## src/rtl/orv64_typedef_pkg.sv

```systemverilog
// -----------------------------------------------------------------------------
// orv64_typedef_pkg
// Shared ORV64 types used by the memory-breakpoint control path:
//   - orv64_vaddr_t        : virtual address carried on the EX->DC request
//   - orv64_bp_mem_cfg_t   : per-slot breakpoint match configuration
//   - orv64_mem_bp_state_e : breakpoint control FSM states
//   - ORV64_MEM_BP_REG_*   : debug register indices of the breakpoint block
//   - ORV64_MEM_BP_STS_*   : bit positions inside the status register
//   - ORV64_MEM_BP_CTRL_*  : bit positions inside the control register
// -----------------------------------------------------------------------------
package orv64_typedef_pkg;

    localparam int ORV64_VADDR_W = 39;
    typedef logic [ORV64_VADDR_W-1:0] orv64_vaddr_t;

    // DISABLE matches no access at all, so it is the safe reset value.
    typedef enum logic [1:0] {
        ORV64_BP_DISABLE = 2'b00,
        ORV64_BP_READ    = 2'b01,
        ORV64_BP_WRITE   = 2'b10,
        ORV64_BP_RW      = 2'b11
    } orv64_bp_mem_cfg_t;

    typedef enum logic [1:0] {
        IDLE     = 2'd0,
        HALTED   = 2'd1,
        RESUMING = 2'd2
    } orv64_mem_bp_state_e;

    localparam logic [3:0] ORV64_MEM_BP_REG_ADDR0    = 4'd0;
    localparam logic [3:0] ORV64_MEM_BP_REG_CFG0     = 4'd4;
    localparam logic [3:0] ORV64_MEM_BP_REG_STATUS   = 4'd8;
    localparam logic [3:0] ORV64_MEM_BP_REG_HIT_ADDR = 4'd9;
    localparam logic [3:0] ORV64_MEM_BP_REG_CTRL     = 4'd10;
    localparam logic [3:0] ORV64_MEM_BP_REG_HIT_CNT  = 4'd11;

    localparam int ORV64_MEM_BP_STS_STATE_LSB = 0;
    localparam int ORV64_MEM_BP_STS_STATE_MSB = 1;
    localparam int ORV64_MEM_BP_STS_HIT_WE    = 2;
    localparam int ORV64_MEM_BP_STS_HIT_RE    = 3;
    localparam int ORV64_MEM_BP_STS_ABORT     = 4;

    localparam int ORV64_MEM_BP_CTRL_RESUME = 0;
    localparam int ORV64_MEM_BP_CTRL_CLEAR  = 1;

    // Zero-extend a virtual address onto the 64-bit debug data bus.
    function automatic logic [63:0] orv64_vaddr_zext(input orv64_vaddr_t a);
        return {{(64-ORV64_VADDR_W){1'b0}}, a};
    endfunction

endpackage

```

## src/rtl/orv64_mem_bp_regfile.sv

```systemverilog
// -----------------------------------------------------------------------------
// orv64_mem_bp_regfile
// Debug-side register file of the memory-breakpoint block: decodes the
// single-outstanding cfg request bus, stores the breakpoint addresses and
// configs, and holds the response until the debugger consumes it.
// Ports:
//   clk_i, rstn_i                 clock, async active-low reset
//   req_*_i / req_ready_o         request channel (valid/ready)
//   resp_valid_o / resp_ready_i   response channel, resp_rdata_o read data
//   status_i, hit_addr_i,
//   hit_cnt_i                     read-only values owned by the control FSM
//   bp_addr_o, bp_cfg_o           per-slot breakpoint registers
//   ctrl_resume_o, ctrl_clear_o   one-cycle pulses from a control write
// -----------------------------------------------------------------------------
module orv64_mem_bp_regfile
    import orv64_typedef_pkg::*;
#(
    parameter int NUM_BP = 4
) (
    input  logic              clk_i,
    input  logic              rstn_i,
    input  logic              req_valid_i,
    output logic              req_ready_o,
    input  logic              req_we_i,
    input  logic [3:0]        req_idx_i,
    input  logic [63:0]       req_wdata_i,
    output logic              resp_valid_o,
    input  logic              resp_ready_i,
    output logic [63:0]       resp_rdata_o,
    input  logic [63:0]       status_i,
    input  logic [63:0]       hit_addr_i,
    input  logic [63:0]       hit_cnt_i,
    output orv64_vaddr_t      bp_addr_o [NUM_BP],
    output orv64_bp_mem_cfg_t bp_cfg_o  [NUM_BP],
    output logic              ctrl_resume_o,
    output logic              ctrl_clear_o
);

    orv64_vaddr_t      addr_q [NUM_BP];
    orv64_vaddr_t      addr_d [NUM_BP];
    orv64_bp_mem_cfg_t cfg_q  [NUM_BP];
    orv64_bp_mem_cfg_t cfg_d  [NUM_BP];
    logic              resp_valid_q, resp_valid_d;
    logic [63:0]       resp_rdata_q, resp_rdata_d;
    logic [63:0]       rdata_s;
    logic              accept_s;
    logic              wr_s;
    logic              ctrl_wr_s;
    logic              unused_wdata_s;

    // A new request may enter whenever the response slot is empty or draining.
    assign req_ready_o    = ~resp_valid_q | resp_ready_i;
    assign accept_s       = req_valid_i & req_ready_o;
    assign wr_s           = accept_s & req_we_i;
    assign ctrl_wr_s      = wr_s & (req_idx_i == ORV64_MEM_BP_REG_CTRL);
    assign ctrl_resume_o  = ctrl_wr_s & req_wdata_i[ORV64_MEM_BP_CTRL_RESUME];
    assign ctrl_clear_o   = ctrl_wr_s & req_wdata_i[ORV64_MEM_BP_CTRL_CLEAR];
    assign unused_wdata_s = ^req_wdata_i[63:ORV64_VADDR_W];

    assign resp_valid_o = resp_valid_q;
    assign resp_rdata_o = resp_rdata_q;
    assign bp_addr_o    = addr_q;
    assign bp_cfg_o     = cfg_q;

    // Breakpoint register write decode: idx[3:2] selects bank, idx[1:0] slot.
    always_comb begin
        addr_d = addr_q;
        cfg_d  = cfg_q;
        case ({wr_s, req_idx_i[3:2]})
            3'b100:  addr_d[req_idx_i[1:0]] = req_wdata_i[ORV64_VADDR_W-1:0];
            3'b101:  cfg_d[req_idx_i[1:0]]  = orv64_bp_mem_cfg_t'(req_wdata_i[1:0]);
            default: ;
        endcase
    end

    // Read data mux; unmapped and write-only indices read as zero.
    always_comb begin
        rdata_s = 64'd0;
        case (req_idx_i[3:2])
            2'b00: rdata_s = orv64_vaddr_zext(addr_q[req_idx_i[1:0]]);
            2'b01: rdata_s = {62'd0, cfg_q[req_idx_i[1:0]]};
            2'b10: begin
                case (req_idx_i)
                    ORV64_MEM_BP_REG_STATUS:   rdata_s = status_i;
                    ORV64_MEM_BP_REG_HIT_ADDR: rdata_s = hit_addr_i;
                    ORV64_MEM_BP_REG_HIT_CNT:  rdata_s = hit_cnt_i;
                    default:                   rdata_s = 64'd0;
                endcase
            end
            default: rdata_s = 64'd0;
        endcase
    end

    // Response slot: loaded on acceptance, held until consumed.
    always_comb begin
        resp_rdata_d = resp_rdata_q;
        if (accept_s) begin
            resp_valid_d = 1'b1;
            resp_rdata_d = req_we_i ? 64'd0 : rdata_s;
        end else begin
            resp_valid_d = resp_valid_q & ~resp_ready_i;
        end
    end

    // Register state; reset leaves every slot disabled at address zero.
    always_ff @(posedge clk_i or negedge rstn_i) begin
        if (!rstn_i) begin
            addr_q       <= '{default: '0};
            cfg_q        <= '{default: ORV64_BP_DISABLE};
            resp_valid_q <= 1'b0;
            resp_rdata_q <= 64'd0;
        end else begin
            addr_q       <= addr_d;
            cfg_q        <= cfg_d;
            resp_valid_q <= resp_valid_d;
            resp_rdata_q <= resp_rdata_d;
        end
    end

endmodule

```

## src/rtl/orv64_mem_bp_ctrl.sv

```systemverilog
// -----------------------------------------------------------------------------
// orv64_mem_bp_ctrl
// Control end of the memory-breakpoint path (EX->DC). Owns the breakpoint
// registers (via orv64_mem_bp_regfile), halts the hart when the comparator
// stalls an access, records the hit, and sequences debug_resume so the
// stalled access passes exactly once after the debugger resumes.
// Optional feature: define ORV64_MEM_BP_HIT_CNT_EN to add a CNT_W-bit
// saturating hit counter at register index 11 (reads 0 otherwise).
// Ports:
//   clk, rstn                      clock, async active-low reset
//   cfg_req_* / cfg_resp_*         debug register access bus
//   bp_mem_addr_0..3, bp_mem_cfg_0..3  breakpoint registers to comparator
//   mem_bp_stall_in                comparator hit/stall indication
//   ex_addr, ex_we, ex_re          EX->DC request being stalled
//   debug_resume                   releases the stalled access
//   bp_halt_req, bp_halted         halt request / halted indication
// -----------------------------------------------------------------------------
module orv64_mem_bp_ctrl
    import orv64_typedef_pkg::*;
#(
    parameter int NUM_BP = 4,
    parameter int CNT_W  = 16
) (
    input  logic              clk,
    input  logic              rstn,
    input  logic              cfg_req_valid,
    output logic              cfg_req_ready,
    input  logic              cfg_req_we,
    input  logic [3:0]        cfg_req_idx,
    input  logic [63:0]       cfg_req_wdata,
    output logic              cfg_resp_valid,
    input  logic              cfg_resp_ready,
    output logic [63:0]       cfg_resp_rdata,
    output orv64_vaddr_t      bp_mem_addr_0,
    output orv64_vaddr_t      bp_mem_addr_1,
    output orv64_vaddr_t      bp_mem_addr_2,
    output orv64_vaddr_t      bp_mem_addr_3,
    output orv64_bp_mem_cfg_t bp_mem_cfg_0,
    output orv64_bp_mem_cfg_t bp_mem_cfg_1,
    output orv64_bp_mem_cfg_t bp_mem_cfg_2,
    output orv64_bp_mem_cfg_t bp_mem_cfg_3,
    input  logic              mem_bp_stall_in,
    input  orv64_vaddr_t      ex_addr,
    input  logic              ex_we,
    input  logic              ex_re,
    output logic              debug_resume,
    output logic              bp_halt_req,
    output logic              bp_halted
);

    orv64_mem_bp_state_e state_q, state_d;
    orv64_vaddr_t        hit_addr_q, hit_addr_d;
    logic                hit_we_q, hit_we_d;
    logic                hit_re_q, hit_re_d;
    logic                abort_q, abort_d;
    logic                halt_req_q, halt_req_d;
    logic                resume_q, resume_d;
    logic                hit_s;
    logic                ctrl_resume_s;
    logic                ctrl_clear_s;
    logic [63:0]         status_s;
    logic [63:0]         hit_cnt_s;
    orv64_vaddr_t        bp_addr_s [NUM_BP];
    orv64_bp_mem_cfg_t   bp_cfg_s  [NUM_BP];

    orv64_mem_bp_regfile #(.NUM_BP(NUM_BP)) u_regfile (
        .clk_i         (clk),
        .rstn_i        (rstn),
        .req_valid_i   (cfg_req_valid),
        .req_ready_o   (cfg_req_ready),
        .req_we_i      (cfg_req_we),
        .req_idx_i     (cfg_req_idx),
        .req_wdata_i   (cfg_req_wdata),
        .resp_valid_o  (cfg_resp_valid),
        .resp_ready_i  (cfg_resp_ready),
        .resp_rdata_o  (cfg_resp_rdata),
        .status_i      (status_s),
        .hit_addr_i    (orv64_vaddr_zext(hit_addr_q)),
        .hit_cnt_i     (hit_cnt_s),
        .bp_addr_o     (bp_addr_s),
        .bp_cfg_o      (bp_cfg_s),
        .ctrl_resume_o (ctrl_resume_s),
        .ctrl_clear_o  (ctrl_clear_s)
    );

    assign bp_mem_addr_0 = bp_addr_s[0];
    assign bp_mem_addr_1 = bp_addr_s[1];
    assign bp_mem_addr_2 = bp_addr_s[2];
    assign bp_mem_addr_3 = bp_addr_s[3];
    assign bp_mem_cfg_0  = bp_cfg_s[0];
    assign bp_mem_cfg_1  = bp_cfg_s[1];
    assign bp_mem_cfg_2  = bp_cfg_s[2];
    assign bp_mem_cfg_3  = bp_cfg_s[3];

    assign bp_halt_req  = halt_req_q;
    assign bp_halted    = halt_req_q;
    assign debug_resume = resume_q;

    // Status word assembled from the FSM state and recorded hit information.
    always_comb begin
        status_s = 64'd0;
        status_s[ORV64_MEM_BP_STS_STATE_MSB:ORV64_MEM_BP_STS_STATE_LSB] = state_q;
        status_s[ORV64_MEM_BP_STS_HIT_WE] = hit_we_q;
        status_s[ORV64_MEM_BP_STS_HIT_RE] = hit_re_q;
        status_s[ORV64_MEM_BP_STS_ABORT]  = abort_q;
    end

    // Next state and hit capture. Clear is applied first so that a hit or a
    // flush in the same cycle overrides it.
    always_comb begin
        state_d    = state_q;
        hit_s      = 1'b0;
        hit_addr_d = ctrl_clear_s ? '0   : hit_addr_q;
        hit_we_d   = ctrl_clear_s ? 1'b0 : hit_we_q;
        hit_re_d   = ctrl_clear_s ? 1'b0 : hit_re_q;
        abort_d    = ctrl_clear_s ? 1'b0 : abort_q;
        case (state_q)
            IDLE: begin
                if (mem_bp_stall_in) begin
                    hit_s      = 1'b1;
                    hit_addr_d = ex_addr;
                    hit_we_d   = ex_we;
                    hit_re_d   = ex_re;
                    state_d    = HALTED;
                end else begin
                    state_d = IDLE;
                end
            end
            HALTED: begin
                // A flushed access cannot be resumed, so flush wins over resume.
                if (!mem_bp_stall_in) begin
                    abort_d = 1'b1;
                    state_d = IDLE;
                end else if (ctrl_resume_s) begin
                    state_d = RESUMING;
                end else begin
                    state_d = HALTED;
                end
            end
            RESUMING: begin
                // Stay while downstream backpressure keeps the access stalled.
                if (!mem_bp_stall_in) begin
                    state_d = IDLE;
                end else begin
                    state_d = RESUMING;
                end
            end
            default: state_d = IDLE;
        endcase
        halt_req_d = (state_d == HALTED);
        resume_d   = (state_d == RESUMING);
    end

    // FSM state, hit record and registered outputs.
    always_ff @(posedge clk or negedge rstn) begin
        if (!rstn) begin
            state_q    <= IDLE;
            hit_addr_q <= '0;
            hit_we_q   <= 1'b0;
            hit_re_q   <= 1'b0;
            abort_q    <= 1'b0;
            halt_req_q <= 1'b0;
            resume_q   <= 1'b0;
        end else begin
            state_q    <= state_d;
            hit_addr_q <= hit_addr_d;
            hit_we_q   <= hit_we_d;
            hit_re_q   <= hit_re_d;
            abort_q    <= abort_d;
            halt_req_q <= halt_req_d;
            resume_q   <= resume_d;
        end
    end

`ifdef ORV64_MEM_BP_HIT_CNT_EN
    logic [CNT_W-1:0] cnt_q, cnt_d, cnt_base_s;

    // Saturating hit counter; a hit in the clearing cycle counts from zero.
    always_comb begin
        cnt_base_s = ctrl_clear_s ? '0 : cnt_q;
        if (hit_s && (cnt_base_s != {CNT_W{1'b1}})) begin
            cnt_d = cnt_base_s + {{(CNT_W-1){1'b0}}, 1'b1};
        end else begin
            cnt_d = cnt_base_s;
        end
    end

    // Hit counter register.
    always_ff @(posedge clk or negedge rstn) begin
        if (!rstn) begin
            cnt_q <= '0;
        end else begin
            cnt_q <= cnt_d;
        end
    end

    assign hit_cnt_s = {{(64-CNT_W){1'b0}}, cnt_q};
`else
    assign hit_cnt_s = 64'd0;
`endif

endmodule

```

## config.mk

```make
export PLATFORM = sky130hd
export DESIGN_NAME = orv64_mem_bp_ctrl
export DESIGN_NICKNAME = d
export VERILOG_FILES = /design/src/rtl/orv64_typedef_pkg.sv /design/src/rtl/orv64_mem_bp_regfile.sv /design/src/rtl/orv64_mem_bp_ctrl.sv
export SDC_FILE = /design/constraint.sdc
export NUM_CORES = 1
export LEC_CHECK = 0
export ABC_AREA = 1
export ABC_CLOCK_PERIOD_IN_PS = 1450
export BUFFER_PORTS_ARGS = -buffer_cell sky130_fd_sc_hd__buf_4
export CAP_MARGIN = 20
export CORE_ASPECT_RATIO = 0.9
export CORE_MARGIN = 2
export CORE_UTILIZATION = 47
export DETAILED_ROUTE_END_ITERATION = 10
export PLACE_DENSITY = 0.76
export SYNTH_ARGS = -nofsm -noshare
export SYNTH_HDL_FRONTEND = slang
export SYNTH_SLANG_ARGS = --single-unit
```

## constraint.sdc

```tcl
create_clock -name clk -period 1.45 [get_ports clk]
set_input_delay 0.29 -clock clk [delete_from_list [all_inputs] [get_ports clk]]
set_output_delay 0.29 -clock clk [all_outputs]
set_load 0.02 [all_outputs]
```

==> metrics.md, run 1 <==
| Metric | Value |
|---|---|
| Root buffer cell | clkbuf_16 |
| Pin count of the biggest net entering global routing | 83 |
| Final count of hold timing violations | 0 |
| # port buffers | 297 |
| Post-place setup slack | -0.1831 ns |
| Mux contribution to synthesized area | 0 |
| Synth top area cells | dfrtp_1, nand2_1, o21ai_1, o21ai_0, inv_1 |
| Comb pwr share | 0.250 |
| Final wirelength | 43.94 mm |
| Final Max Tran Viols | 0 |
| #FFs+latches synth | 250 |
| Final worst-path cycle share | 1.101 |
| Sw Pwr | 6.995 mW |
| WS Path Type | flip-flop to flip-flop |
| Worst Setup Start Kind | flip-flop |
| Main synth FF type | dfrtp_1 |
| Buf/Inv on CP | 3 |
| Layout filler cell count | 1,660 |
| Area growth from synthesis to layout | 52.24% |
| RD Place Congestion | 0.9284 |
| Fin cells | 2,101 |
| Min Tclk post-route | 1.596 ns |
| Mapped Avg Cell Area | 8.066 sq um |
| Vias after detailed routing | 11,640 |
| Final setup viols | 248 |
| Placed cell area | 14,220 sq um |
| Worst EP arrival | 2.02 ns |
| Wire per inst | 20.91 microns |
| Initial DRC Count | 1,194 |
| Skew final | 0.01572 ns |
| Min Hold Slack | 0.01366 ns |
| Core Rows | 53 |
| Post-Synth XOR/XNOR Area | 0 |
| PwrDens | 1251 nW/um^2 |
| Vias in the first global route | 10,950 |
| I/O Pins | 348 |
| Adder-Cell Fraction of Synth Area | 0 |
| CTS Buf Count | 28 |
| CTS tree | yes |
| Syn. warnings | 0 |
| Reg clk slew, reported paths | 0.06 ns |
| Die W | 167.6 microns |
| Slowest CP cell | dfrtp_2 |
| Req. time, crit path | 1.87 ns |
| Die height | 151.3 microns |
| Post-route ant nets | 0 |
| Layout cells sized above 1 | 0.3854 |
| Top-count cell post-synth | nand2_1 |
| Worst-path cell chain | nand2_4 -> nand3_4 -> nor3_4 -> buf_8 -> buf_12 -> nand2_8 -> buf_8 -> nand2_1 -> o21ai_0 |
| Total GRT Usage | 0.3148 |
| Sequential area share after synthesis | 0.5524 |
| CTS Buffer Depth | 3 |
| Final core utilization | 0.7323 |
| Synth Area in Simple Gates | 0.2326 |
| Gr ovfl total | 0 |
| Post-route DRC | 0 |
| Sw frac | 0.3243 |
| Initial antenna violation count | 1 |
| RSZ-0062 raised after global routing | true |
| Clk pwr share | 0.334 |
| Largest stage delay, worst path | 0.42 ns |
| Top cell by count, worst path | buf_8 |
| Netlist Area Pre-Place | 11,320 sq um |
| CP Capture Type | flip-flop |
| Distinct cells, synth | 27 |
| First-pass GRT wire length | 61.69 mm |
| Slack of the critical path | -0.1462 ns |
| CTS H-tree lvls | 1 |
| Skew-Pair Late Insertion Delay | 0.55 ns |
| Core area | 23,540 sq um |
| Sequential Power Share | 0.416 |
| Status | finished with violations |
| Post-synthesis compound-gate area fraction | 0.1264 |
| Crit path max fanout | 24 |
| Die area | 25,350 sq um |
| P_leak | 9.230 nW |
| Max Cap Viol | 0 |
| Total clock sinks | 250 |
| Synth area leader | dfrtp_1 |
| Failing checks | negative setup slack |
| Commonest cells post-synth | nand2_1, dfrtp_1, o21ai_1 |
| DP HPWL | 25.88 mm |
| Placed Cells | 1,992 |
| Design area | 17,240 sq um |
| Async S/R FF share, synth | 1.000 |
| Max Clock Freq | 626.5 MHz |
| Worst Hold Class | primary input to flip-flop |
| Peak VDD IR | 1034 uV |
| CP top delay family | simple AND/OR/NAND/NOR gates |
| Starting Density | 0.4811 |
| Cell-internal power | 14.57 mW |
| Area share of the leading cell type in the synthesized netlist | 0.5524 |
| Vias per cell | 5.542 |
| DRT Pass-1 Iters | 7 |
| Total power | 21.57 mW |
| Post-Route Setup TNS | -19.23 ns |
| Post-synth EDFFs | 0 |
| Final net count | 1,892 |
| Post-Syn Instances | 1,404 |
| Main combinational cell family by area after synthesis | simple AND/OR/NAND/NOR gates |
[worst reg2reg max path, delay by kind of cell, from the launching register on]
kind | cells | cell delay [ns]
AOI/OAI and AO/OA | 1 | 0.09
buffers and inverters | 3 | 0.47
DFF | 1 | 0.42
and+or+nand+nor | 5 | 0.50
[cells in the final DEF, fill, tap and decap left out]
| cell | synthesis | layout |
|---|---|---|
| inv_1 | 92 | 92 |
| o21ai_0 | 92 | 21 |
| nand3_4 | 0 | 3 |
| conb_1 | 1 | 25 |
| nor2_4 | 1 | 4 |
| o21ai_2 | 0 | 49 |
| buf_4 | 34 | 341 |
| diode_2 | 0 | 1 |
| nand2_4 | 0 | 55 |
| nand2_8 | 0 | 5 |
| nand3_1 | 50 | 32 |
| o21ai_1 | 146 | 168 |
| inv_2 | 5 | 5 |
| and3_1 | 2 | 2 |
| clkinv_8 | 0 | 1 |
| buf_12 | 0 | 25 |
| inv_8 | 0 | 1 |
| clkbuf_8 | 0 | 11 |
| nand2_1 | 585 | 441 |
| nor2_1 | 12 | 7 |
| nand3_2 | 1 | 16 |
| a211oi_4 | 0 | 1 |
| buf_6 | 11 | 13 |
| nor3_4 | 1 | 2 |
| a21oi_1 | 45 | 45 |
| nand4_1 | 1 | 1 |
| nand2_2 | 7 | 92 |
| clkbuf_16 | 0 | 40 |
| dfrtp_1 | 250 | 247 |
| clkinvlp_4 | 0 | 1 |
| buf_16 | 0 | 11 |
| clkbuf_1 | 42 | 7 |
| bufinv_16 | 0 | 1 |
| buf_8 | 0 | 7 |
| nor2_8 | 1 | 1 |
| nor2_2 | 2 | 4 |
| clkinv_2 | 0 | 1 |
| dfrtp_2 | 0 | 3 |
| o31ai_1 | 1 | 1 |
| dlygate4sd3_1 | 0 | 16 |
[cells by family (layout without fill, tap and decap cells)]
logic type	count (synthesis)	after routing
and+or+nand+nor	664	665
AOI/OAI and AO/OA	285	285
DFF	250	250
buffers and inverters	204	573
other	1	26
[power by group through the flow]
stage	sequential, mW	combinational, mW	clock, mW
after global routing	9.07	5.76	7.54
after detailed placement	8.91	4.73	0
after global placement	8.88	4.61	0
after floorplan	9.69	1.47	0
after CTS	8.82	4.93	7.24
final	8.97	5.39	7.21
[registers in the layout (all words and copies together), names as in the netlist, 2 cells and up]
| signal | cells |
|---|---|
| hit_addr_q | 39 |
| u_regfile.bp_cfg_o | 8 |
| state_q | 2 |
| u_regfile.resp_rdata_o | 39 |
| u_regfile.bp_addr_o | 156 |
[area by class of cell]
| class | instances | area [sq um] | area share |
|---|---|---|---|
| Antenna cell | 1 | 2.502 | 0.0001451 |
| Clock inverter | 5 | 70.07 | 0.004064 |
| Multi-Input combinational cell | 975 | 5213 | 0.3023 |
| Timing Repair Buffer | 425 | 4075 | 0.2364 |
| Tap cell | 302 | 377.9 | 0.02192 |
| Inverter | 97 | 364.1 | 0.02112 |
| Clock buffer | 46 | 878.3 | 0.05095 |
| Sequential cell | 250 | 6260 | 0.3631 |
[path summary, 6_finish.rpt]
check / startpoint / endpoint / slack (ns) / cells after the start
worst max-delay path: u_regfile.resp_valid_o / u_regfile.bp_addr_o[12] / -0.15 / 9
worst min-delay path: ex_addr[30] / hit_addr_q[30] / 0.01 / 3
worst max register to register: u_regfile.resp_valid_o / u_regfile.bp_addr_o[12] / -0.15 / 9
worst min register to register: u_regfile.resp_rdata_o[11] / u_regfile.resp_rdata_o[11] / 0.49 / 2
max in group asynchronous: rstn / u_regfile.bp_addr_o[58] / 0.51 / 3
min in group asynchronous: rstn / u_regfile.bp_addr_o[80] / 0.29 / 2
[metal layers]
layer,up-vias,GRT usage,wire [microns]
met4,0,0.1209,1717
li1,5179,-,-
met3,130,0.06559,4431
met1,5612,0.4243,16920
met5,-,0,0
met2,722,0.5060,20880
[repair_timing]
action                                  CTS  global route
gates cloned                             11            17
hold buffers                             15             1
endpoints found under the setup margin  182           278
gates resized for setup                  87           297
buffers inserted                          9             6
endpoints found under the hold margin    55             1
pin swaps                                 2            49
Note: power is estimated with default switching activity, not from simulation.
==> inputs of run 2 (changes only) <==
==> constraint.sdc (replaced) <==
create_clock -name clk -period 1.45 [get_ports clk]
set_input_delay 0.145 -clock clk [delete_from_list [all_inputs] [get_ports clk]]
set_output_delay 0.145 -clock clk [all_outputs]
set_load 0.02 [all_outputs]
==> run 2 against run 1 <==
  * The run still ends with negative setup slack left
  * Worst setup slack better by 0.072 ns
  * Final cell count rose by 1.6%
  * Total power down 2.3%
  * Sequential share of layout area rose by 1.2 points
  * Hold slack improved by 0.065 ns
  * Clock skew rose by 0.0074 ns
  * Die area is the same
  * Fmax increased by 4.7%
  * Combinational power shrank 3.9%
  * Via count increased by 0.13%
  * Global-route usage is 0.47 points higher
==> metrics.md, run 2 (same netlist as run 1, synthesis figures left out) <==
| Metric | Value |
|---|---|
| Status | finished with violations |
| Failing checks | negative setup slack |
| Placed cell area | 14,150 sq um |
| Vias in the first global route | 11,260 |
| DRT Pass-1 Iters | 8 |
| RD Place Congestion | 0.9387 |
| Die height | 151.3 microns |
| CTS H-tree lvls | 1 |
| WS Path Type | flip-flop to flip-flop |
| Sequential Power Share | 0.423 |
| Max Cap Viol | 0 |
| Worst EP arrival | 1.92 ns |
| Initial antenna violation count | 2 |
| Root buffer cell | clkbuf_16 |
| CP Capture Type | flip-flop |
| Placed Cells | 1,982 |
| Sw Pwr | 6.730 mW |
| Gr ovfl total | 0 |
| Max FFs per register | 156 |
| Final count of hold timing violations | 0 |
| Peak VDD IR | 1057 uV |
| Worst Setup Start Kind | flip-flop |
| Total clock sinks | 250 |
| Die W | 167.6 microns |
| Most common cell after layout, fill and taps aside | nand2_1 |
| Die area | 25,350 sq um |
| Total GRT Usage | 0.3195 |
| Worst Hold Class | primary input to flip-flop |
| Crit path max fanout | 14 |
| Initial DRC Count | 1,077 |
| Post-place setup slack | -0.1543 ns |
| Final Max Tran Viols | 0 |
| Fin cells | 2,134 |
| Design area | 16,700 sq um |
| Core Rows | 53 |
| CTS Buffer Depth | 3 |
| CTS tree | yes |
| Final net count | 1,928 |
| P_leak | 8.862 nW |
| Skew final | 0.02314 ns |
| Core area | 23,540 sq um |
| Final wirelength | 42.63 mm |
| PwrDens | 1262 nW/um^2 |
| Layout cells sized above 1 | 0.2796 |
| CTS Buf Count | 27 |
| Skew-Pair Late Insertion Delay | 0.54 ns |
| Post-route DRC | 0 |
| Area growth from synthesis to layout | 47.46% |
| Starting Density | 0.4811 |
| Req. time, crit path | 1.85 ns |
| RSZ-0062 raised after global routing | true |
| Slack of the critical path | -0.07450 ns |
| Clk pwr share | 0.331 |
| Commonest cells after routing, fill and taps aside | nand2_1, buf_4, dfrtp_1 |
| Cell-internal power | 14.35 mW |
| Max Clock Freq | 656.0 MHz |
| Min Tclk post-route | 1.524 ns |
| Pin count of the biggest net entering global routing | 67 |
| Final setup viols | 130 |
| # port buffers | 297 |
| Sw frac | 0.3193 |
| I/O Pins | 348 |
| Final worst-path cycle share | 1.051 |
| Vias per cell | 5.463 |
| Reg clk slew, reported paths | 0.06 ns |
| Wire per inst | 19.98 microns |
| Post-route ant nets | 0 |
| First-pass GRT wire length | 62.31 mm |
| DP HPWL | 26.19 mm |
| Vias after detailed routing | 11,660 |
| Comb pwr share | 0.246 |
run 2: cell count changes in the layout (fill, tap and decap cells not counted), sizes merged:
cell	change
dlygate4sd3	+67
buf	-23
clkbuf	-17
clkinv	+5
bufinv	+2
nand2	-1
run 2: per-stage QoR:
step | hold WS [ns] | utilization | TNS, ns | total power [mW]
floorplan | -0.1506 | - | -12.03 | 11.16
global placement | 0.1096 | 0.6010 | -6.860 | 13.49
detailed placement | 0.1201 | 0.6010 | -14.66 | 13.64
CTS | 0.06843 | 0.6884 | -1.545 | 20.84
global route | 0.08618 | 0.7094 | -12.59 | 21.91
finish | 0.07845 | 0.7094 | -4.021 | 21.08
run 2: power by group through the flow:
stage,Combinational (mW),Clock [mW],Sequential [mW]
6_report,5.18,6.99,8.91
5_1_grt,5.56,7.35,9.01
4_1_cts,4.99,7.03,8.82
3_5_place_dp,4.72,0,8.91
3_3_place_gp,4.60,0,8.89
2_1_floorplan,1.47,0,9.69
run 2: final cells by class:
| type | instances | area, sq um |
|---|---|---|
| sequential | 250 | 6257 |
| inverter | 97 | 364.1 |
| clock buffer | 35 | 755.7 |
| multi-input combinational | 974 | 4541 |
| fill | 1736 | 6842 |
| timing repair buffer | 463 | 4260 |
| tap | 302 | 377.9 |
| antenna | 1 | 2.502 |
| clock inverter | 12 | 141.4 |
run 2: metal layers:
| metal | global-route usage | vias to the layer above | share of wire |
|---|---|---|---|
| li1 | - | 5239 | - |
| met1 | 0.4172 | 5524 | 0.39 |
| met2 | 0.5131 | 732 | 0.47 |
| met3 | 0.07264 | 161 | 0.10 |
| met4 | 0.1487 | 2 | 0.046 |
| met5 | 0 | - | 0.00030 |
run 2: timing repair:
| action | in CTS | in global routing |
|---|---|---|
| gates resized for setup | 47 | 93 |
| hold buffers | 83 | 0 |
| hold endpoints to repair | 427 | 0 |
| gates cloned | 7 | 8 |
| endpoints found under the setup margin | 164 | 205 |
| pin swaps | 2 | 1 |
| buffers inserted | 3 | 3 |
run 2: path summary, 6_finish.rpt:
check | from | to | slack [ns] | cells past startpoint
min reg2reg | u_regfile.resp_rdata_o[3] | u_regfile.resp_rdata_o[3] | 0.48 | 2
max | u_regfile.resp_valid_o | u_regfile.bp_addr_o[118] | -0.07 | 8
min | cfg_resp_ready | u_regfile.resp_valid_o | 0.08 | 5
min in group asynchronous | rstn | u_regfile.resp_rdata_o[22] | 0.15 | 2
max in group asynchronous | rstn | u_regfile.resp_valid_o | 0.65 | 3
max reg2reg | u_regfile.resp_valid_o | u_regfile.bp_addr_o[118] | -0.07 | 8
run 2: critical path, cell delays in order (launching register included):
cell	delay, ns
dfrtp_2	0.43
nand2_4	0.07
nand3_4	0.07
nor3_4	0.17
buf_6	0.18
nand2_8	0.13
buf_12	0.21
nand2_2	0.06
o21ai_1	0.06
